### src/rtl/arb_pkg.sv
// Shared types for the request arbiter: arbitration mode and FSM state.
package arb_pkg;

    typedef enum logic {
        ARB_FIXED,
        ARB_RR
    } arb_mode_e;

    typedef enum logic {
        ARB_IDLE,
        ARB_GRANT
    } arb_state_e;

endpackage

### src/rtl/rr_pick.sv
// Combinational winner picker: highest set bit (fixed) or first set bit at/above ptr with wrap (round-robin).
module rr_pick
    import arb_pkg::*;
#(
    parameter int unsigned N    = 2,
    parameter arb_mode_e   MODE = ARB_RR
) (
    input  logic [2**N-1:0] cand,
    input  logic [N-1:0]    ptr,
    output logic [N-1:0]    idx,
    output logic            found
);

    localparam int unsigned W = 2**N;

    always_comb begin
        idx   = '0;
        found = 1'b0;
        if (MODE == ARB_FIXED) begin
            for (int i = 0; i < int'(W); i++) begin
                if (cand[i]) begin
                    idx   = N'(i);
                    found = 1'b1;
                end
            end
        end else begin
            // Lowest set bit overall is the wrap fallback; a set bit at/above ptr overrides it.
            for (int i = int'(W) - 1; i >= 0; i--) begin
                if (cand[i]) begin
                    idx   = N'(i);
                    found = 1'b1;
                end
            end
            for (int i = int'(W) - 1; i >= 0; i--) begin
                if (cand[i] && (N'(i) >= ptr)) begin
                    idx = N'(i);
                end
            end
        end
    end

endmodule

### src/rtl/rr_grant_arbiter.sv
// Registered-grant arbiter over 2**N requesters with valid/ready handshake; fixed or round-robin priority.
module rr_grant_arbiter
    import arb_pkg::*;
#(
    parameter int unsigned N    = 2,
    parameter arb_mode_e   MODE = ARB_RR
) (
    input  logic            clk,
    input  logic            rst,
    input  logic [2**N-1:0] req,
    input  logic            gnt_ready,
    output logic            gnt_valid,
    output logic [N-1:0]    gnt_idx,
    output logic [2**N-1:0] gnt_onehot,
    output logic            busy
);

    localparam int unsigned W = 2**N;

    arb_state_e     state_q, state_d;
    logic [N-1:0]   ptr_q, ptr_d;
    logic [N-1:0]   idx_q, idx_d;
    logic [W-1:0]   oh_q, oh_d;

    logic [W-1:0]   pick_cand;
    logic [N-1:0]   pick_ptr;
    logic [N-1:0]   pick_idx;
    logic           pick_found;

    rr_pick #(
        .N    (N),
        .MODE (MODE)
    ) u_pick (
        .cand  (pick_cand),
        .ptr   (pick_ptr),
        .idx   (pick_idx),
        .found (pick_found)
    );

    // Next-state: arbitrate from IDLE, or on handshake re-arbitrate with the served requester masked.
    always_comb begin
        state_d   = state_q;
        ptr_d     = ptr_q;
        idx_d     = idx_q;
        oh_d      = oh_q;
        pick_cand = req;
        pick_ptr  = ptr_q;
        case (state_q)
            ARB_IDLE: begin
                if (pick_found) begin
                    idx_d   = pick_idx;
                    oh_d    = W'(1) << pick_idx;
                    state_d = ARB_GRANT;
                end
            end
            ARB_GRANT: begin
                if (gnt_ready) begin
                    if (MODE == ARB_RR) begin
                        ptr_d = idx_q + N'(1);
                    end
                    pick_cand = req & ~oh_q;
                    pick_ptr  = ptr_d;
                    if (pick_found) begin
                        idx_d = pick_idx;
                        oh_d  = W'(1) << pick_idx;
                    end else begin
                        oh_d    = '0;
                        state_d = ARB_IDLE;
                    end
                end
            end
            default: state_d = ARB_IDLE;
        endcase
    end

    always_ff @(posedge clk or posedge rst) begin
        if (rst) begin
            state_q <= ARB_IDLE;
            ptr_q   <= '0;
            idx_q   <= '0;
            oh_q    <= '0;
        end else begin
            state_q <= state_d;
            ptr_q   <= ptr_d;
            idx_q   <= idx_d;
            oh_q    <= oh_d;
        end
    end

    assign gnt_valid  = (state_q == ARB_GRANT);
    assign busy       = (state_q == ARB_GRANT);
    assign gnt_idx    = idx_q;
    assign gnt_onehot = oh_q;

endmodule

### config.mk
export PLATFORM = sky130hd
export DESIGN_NAME = rr_grant_arbiter
export DESIGN_NICKNAME = d
export VERILOG_FILES = /design/src/rtl/arb_pkg.sv /design/src/rtl/rr_pick.sv /design/src/rtl/rr_grant_arbiter.sv
export SDC_FILE = /design/constraint.sdc
export NUM_CORES = 1
export LEC_CHECK = 0
export ABC_AREA = 0
export BUFFER_PORTS_ARGS = -buffer_cell sky130_fd_sc_hd__buf_2
export CORE_AREA = 3 3 40 42
export CTS_BUF_LIST = sky130_fd_sc_hd__clkbuf_2 sky130_fd_sc_hd__clkbuf_4 sky130_fd_sc_hd__clkbuf_8
export DETAILED_ROUTE_END_ITERATION = 8
export DIE_AREA = 0 0 43 45
export GPL_ROUTABILITY_DRIVEN = 0
export MAX_ROUTING_LAYER = met4
export SLEW_MARGIN = 25
export SYNTH_ARGS = -nofsm -noshare
export SYNTH_HDL_FRONTEND = slang
export SYNTH_HIERARCHICAL = 1
export SYNTH_SLANG_ARGS = --single-unit
### constraint.sdc
create_clock -name clk -period 2.9 [get_ports clk]
set_input_delay 0.435 -clock clk [delete_from_list [all_inputs] [get_ports clk]]
set_output_delay 0.435 -clock clk [all_outputs]
set_load 0.01 [all_outputs]
; After elaboration in Yosys (flattened, before gate mapping)
; Cells that the tools add are included.
[classes]
n_addsub = 1
mux = 26
bitwise_logic = 3
n_eq_ne = 2
n_lt_le_gt_ge = 4
shift = 1
reduce_logical = 5
[ops]
columns = op, n
row1 = 2-bit two-way mux, 12
row2 = 4-bit two-way mux, 5
row3 = 4-bit one-hot mux with 2 select lines, 1
row4 = 1-bit two-way mux, 6
row5 = 4-bit bitwise AND, 1
row6 = "1-bit by 2-bit greater-or-equal comparator with 1-bit output, first input constant", 2
row7 = "2-bit greater-or-equal comparator, first input constant", 2
row8 = 1-bit logical AND, 4
row9 = "2-bit != test, second input constant", 2
row10 = 4-bit inverter, 1
row11 = 2-bit one-hot mux with 2 select lines, 1
row12 = "1-bit by 2-bit left shift with 4-bit output, first input constant", 1
row13 = "2-bit by 1-bit adder with 2-bit output, second input constant", 1
row14 = 1-bit one-hot mux with 2 select lines, 1
row15 = 2-bit AND reduction, 1
row16 = 1-bit inverter, 1
[word_totals]
ff_bits = 9
input_bits = 7
output_inout_bits = 8

; Depth between registers and ports, before layout
[logic_depth]
ltp_word = 16
ltp_mapped = 8

; By module
; Netlist, hierarchy kept.
[modules_own_cells]
columns = module, area_each_um2, cells_each, seq_area_each_um2, n_inst
row1 = rr_grant_arbiter, 419.2, 38, 225.2, 1
row2 = rr_pick, 81.3, 15, 0.0, 1

; Worst setup path after synthesis
; Ideal clock, no wire load.
[synth_timing]
path_kind = register to register
start = register state_q, in the netlist busy
end = register idx_q[0], in the netlist gnt_idx[0]
t_arrival_ns = 1.754
required_ns = 2.837
path_stages_with_launch = 8
setup_slack_ns = 1.083
path_cell_list = dfrtp_1 -> and2_2 -> a21boi_0 -> nand2b_1 -> a21oi_1 -> a211oi_2 -> nand3_1 -> a21bo_2
[synth_between]
elab_cells_between_ends = 27
classes_between = order compare (4) / eq/ne (1) / mux (17) / bitwise (1) / reduce/logical (4)
[synth_rtl]
columns = item, line_no
row1 = start: declaration, rr_grant_arbiter.sv:20  ; arb_state_e state_q, state_d;
row2 = start signal: assignment, rr_grant_arbiter.sv:83  ; state_q <= state_d;
row3 = 4-bit two-way mux *, rr_grant_arbiter.sv:48  ; case (state_q)
row4 = named net pick_cand[1], rr_grant_arbiter.sv:25  ; logic [W-1:0] pick_cand;
row5 = 2-bit two-way mux (2 in series), rr_pick.sv:29  ; if (cand[i]) begin
row6 = 2-bit two-way mux (2 in series), rr_pick.sv:35  ; if (cand[i] && (N'(i) >= ptr)) begin
row7 = 2-bit two-way mux * (2 in series), rr_pick.sv:35
row8 = named net pick_idx[0], rr_grant_arbiter.sv:27  ; logic [N-1:0] pick_idx;
row9 = 2-bit two-way mux *, "rr_grant_arbiter.sv:50, rr_grant_arbiter.sv:63"
row10 = 2-bit two-way mux, rr_grant_arbiter.sv:57  ; if (gnt_ready) begin
row11 = 2-bit one-hot mux with 2 select lines *, rr_grant_arbiter.sv:48
row12 = end signal: assignment, rr_grant_arbiter.sv:85  ; idx_q <= idx_d;
row13 = end: declaration, rr_grant_arbiter.sv:22  ; logic [N-1:0] idx_q, idx_d;
; The timed path passes the listed nets; every way through them passes the cells marked *. The select of a mux whose other input is x is not followed.
; A chain may end at the register's enable or synchronous reset.

; Worst setup path in the final report
; Ends and elaborated chain as after synthesis.

==> flow_summary.toml <==
[status]
status = "complete, no violations"

[synthesis]
synth_top_cell_by_area = "dfrtp_1"
synth-xor-area-share_pct = 1.75
synth_top_area_share_pct = 45.0
syn_nets = 60
ys.warnings.count = 6
ys_top_cells_by_area = "dfrtp_1 45%, a21boi_0 6.0%, nand2_1 6.0%"
yosysMostFrequentCell = "dfrtp_1"
synth-simple-area-share_pct = 18.8
synth_common_cells = "9 x dfrtp_1, 8 x nand2_1, 5 x inv_1"
synth-main-ff-cell = "dfrtp_1"
synthMuxAreaShare_pct = 5.00
synth_top_family_by_area = "compound AO/OA/AOI/OAI gates"
syn_area_um2 = 500
yosysSeqAreaShare_pct = 45.0
async_reset_ff_share_pct = 100
synthDistinctLibCells = 21
synth-edff-count = 0
synth-compound-area-share_pct = 24.3
avgSynthCellArea_um2 = 9.44
synth_fa_ha_area_share_pct = 0
synthCells = 53
ys_seq_elements = 9

[pwr]
p_sw_uw = 209
pwr-share-comb_pct = 41.8
p_seq_share_pct = 39.0
leakagePower_uw = 0.000311
power.total_uw = 553
p_per_area_nw_per_um2 = 904
power.internal_uw = 344
power.share.clock_pct = 19.1
p_sw_share_pct = 37.8
ir_worst_vdd_mv = 0.328

[placement]
place_ws_ns = 0.767
dp_hpwl_um = 845
placed_area_um2 = 582
portBuffers = 14

[final_layout]
post-route-util_pct = 47.6
nNetsFinal = 78
drive_gt1_share_pct = 34.3
syn_to_final_growth_pct = 22.3
antenna-diode-count = 0
finalInstanceArea_um2 = 612

[global_route]
grt_usage_pct = 13.4
grt_max_degree = 10
grt_pass1_vias = 431
antenna_found_initial = 0
overflow = 0
grt_pass1_wl_mm = 1.81

[route]
vias_per_cell = 4.94
vias = 420
avgRoutedWirePerCell_um = 12.1
dr.first_iter.drc_count = 6
drc_errors = 0
drt_wl_total_mm = 1.03
first_pass_iters = 4
drtAntennaViolNets = 0

[setup_path]
startpoint_type = "flop"
path_cells = "and2_2 > a21boi_0 > nand2b_1 > a21oi_1 > a211oi_2 > nand3_1 > a21bo_2"
setup.worst_path.start = "busy"
crit_path_end_kind = "flop"
timing.rr.end = "gnt_idx[0]"
slowest_delay_ns = 0.45
crit_buf_inv = 0
path_depth = 7
crit_type = "reg2reg"
arrival_ns = 2.26
cp_max_fo = 6
worstReg2RegStart = "busy"
slowest_stage = "dfrtp_1"
rrSetupSlack_ns = 0.85
r2r_cells = 7
cpLargestDelayFamily = "compound AO/OA/AOI/OAI gates"
cp-endpoint = "gnt_idx[0]"
cp.required_ns = 3.11

[sta]
rsz0062_at_grt = "false"
setup_viol = 0
fin_crit_sh_pct = 70.7
finalHoldViolCount = 0
setup_slack_ns = 0.849
finalSetupTns_ns = 0
worstMarginPinSlew_ns = 0.518
slew_violations = 0
slew_headroom_pct = 65.1
skew_ns = 0.00860
fin_crit_ns = 2.05
max_freq_ghz = 0.488

[floorplanning]
die_y_um = 45
start_util_pct = 38.9
fp.dieArea_um2 = 1940
row_count = 13
core_area_um2 = 1280
io_pins = 15
die_w_um = 43

[clock_network]
clock-root-buffer = "clkbuf_4"
insertion_delay_ns = 0.26
cts_num_sinks = 9
cts_buffer_depth = 2
ctsHoldBuffers = 0
cts_tree = "built"
clk_pin_slew_ns = 0.06
cts.htree.levels = 1
post_cts_buffers = 0
cts_made_buffers = 3
cts_resized = 0

[run]
drv_cap = 0

[min_path]
hold_class = "in2async"
## layout by cell type, fill, tap and decap left out, types with 2 or more instances in the layout
cell,instances
a21oi_1,4
dfrtp_1,9
nor2_1,2
o31ai_1,2
clkbuf_4,4
inv_1,5
buf_2,14
a21boi_0,4
o21ai_0,4
nand2b_1,3
nand2_1,8
## final cells by class
class | instances | area (um^2)
clock buffer | 4 | 30.0
fill | 124 | 673
inverter | 5 | 18.8
multi-input combinational | 38 | 249
sequential | 9 | 225
tap | 15 | 18.8
timing repair buffer | 14 | 70.1
## routing by layer
metal  up-vias  global-route usage [%]  wire length, um
met2        10                    18.9              488
li1        213                       -                -
met1       195                    16.7              460
met5         -                       -                0
met3         2                    3.98               65
met4         0                    9.04               11
## worst reg2reg max path: cells and delay by family, from the launching register on
kind            cells  cell delay (ns)
compound gates      4             0.99
simple gates        3             0.57
flops               1             0.45
## cell families after synthesis
| group | Yosys count |
|---|---|
| AOI/OAI and AO/OA | 18 |
| and+or+nand+nor | 17 |
| DFF | 9 |
| buffers and inverters | 6 |
| muxes | 2 |
| xor gates and xnor gates | 1 |
## worst min-delay path by stage
stage                     cells after the start  slack [ns]  start    endpoint
after CTS                                     2        0.13    rst  gnt_idx[1]
after detailed placement                      2        0.41    rst  gnt_idx[1]
after global placement                        2        0.41    rst  gnt_idx[1]
final                                         2        0.12    rst    ptr_q[0]
after floorplan                               1        0.26    rst        busy
after global routing                          2        0.15    rst    ptr_q[1]
## stage by stage
| step | cells | hold slack, ns |
|---|---|---|
| after floorplan | 53 | 0.263 |
| final | 85 | 0.118 |
| after global placement | 81 | 0.410 |
| after detailed placement | 81 | 0.412 |
| after global routing | 85 | 0.150 |
| after CTS | 85 | 0.129 |
## sequential cells by signal, summed over array words and instances (netlist names)
signal and count:
busy 1, gnt_idx 2, gnt_onehot 4, ptr_q 2
## power groups by stage
stage	Clock (uW)	Combinational, uW	Sequential, uW
floorplan	0	141	233
global placement	0	233	219
detailed placement	0	234	218
CTS	109	235	216
global route	113	262	226
finish	106	231	216
No activity file was read; power rests on OpenSTA's default activity.
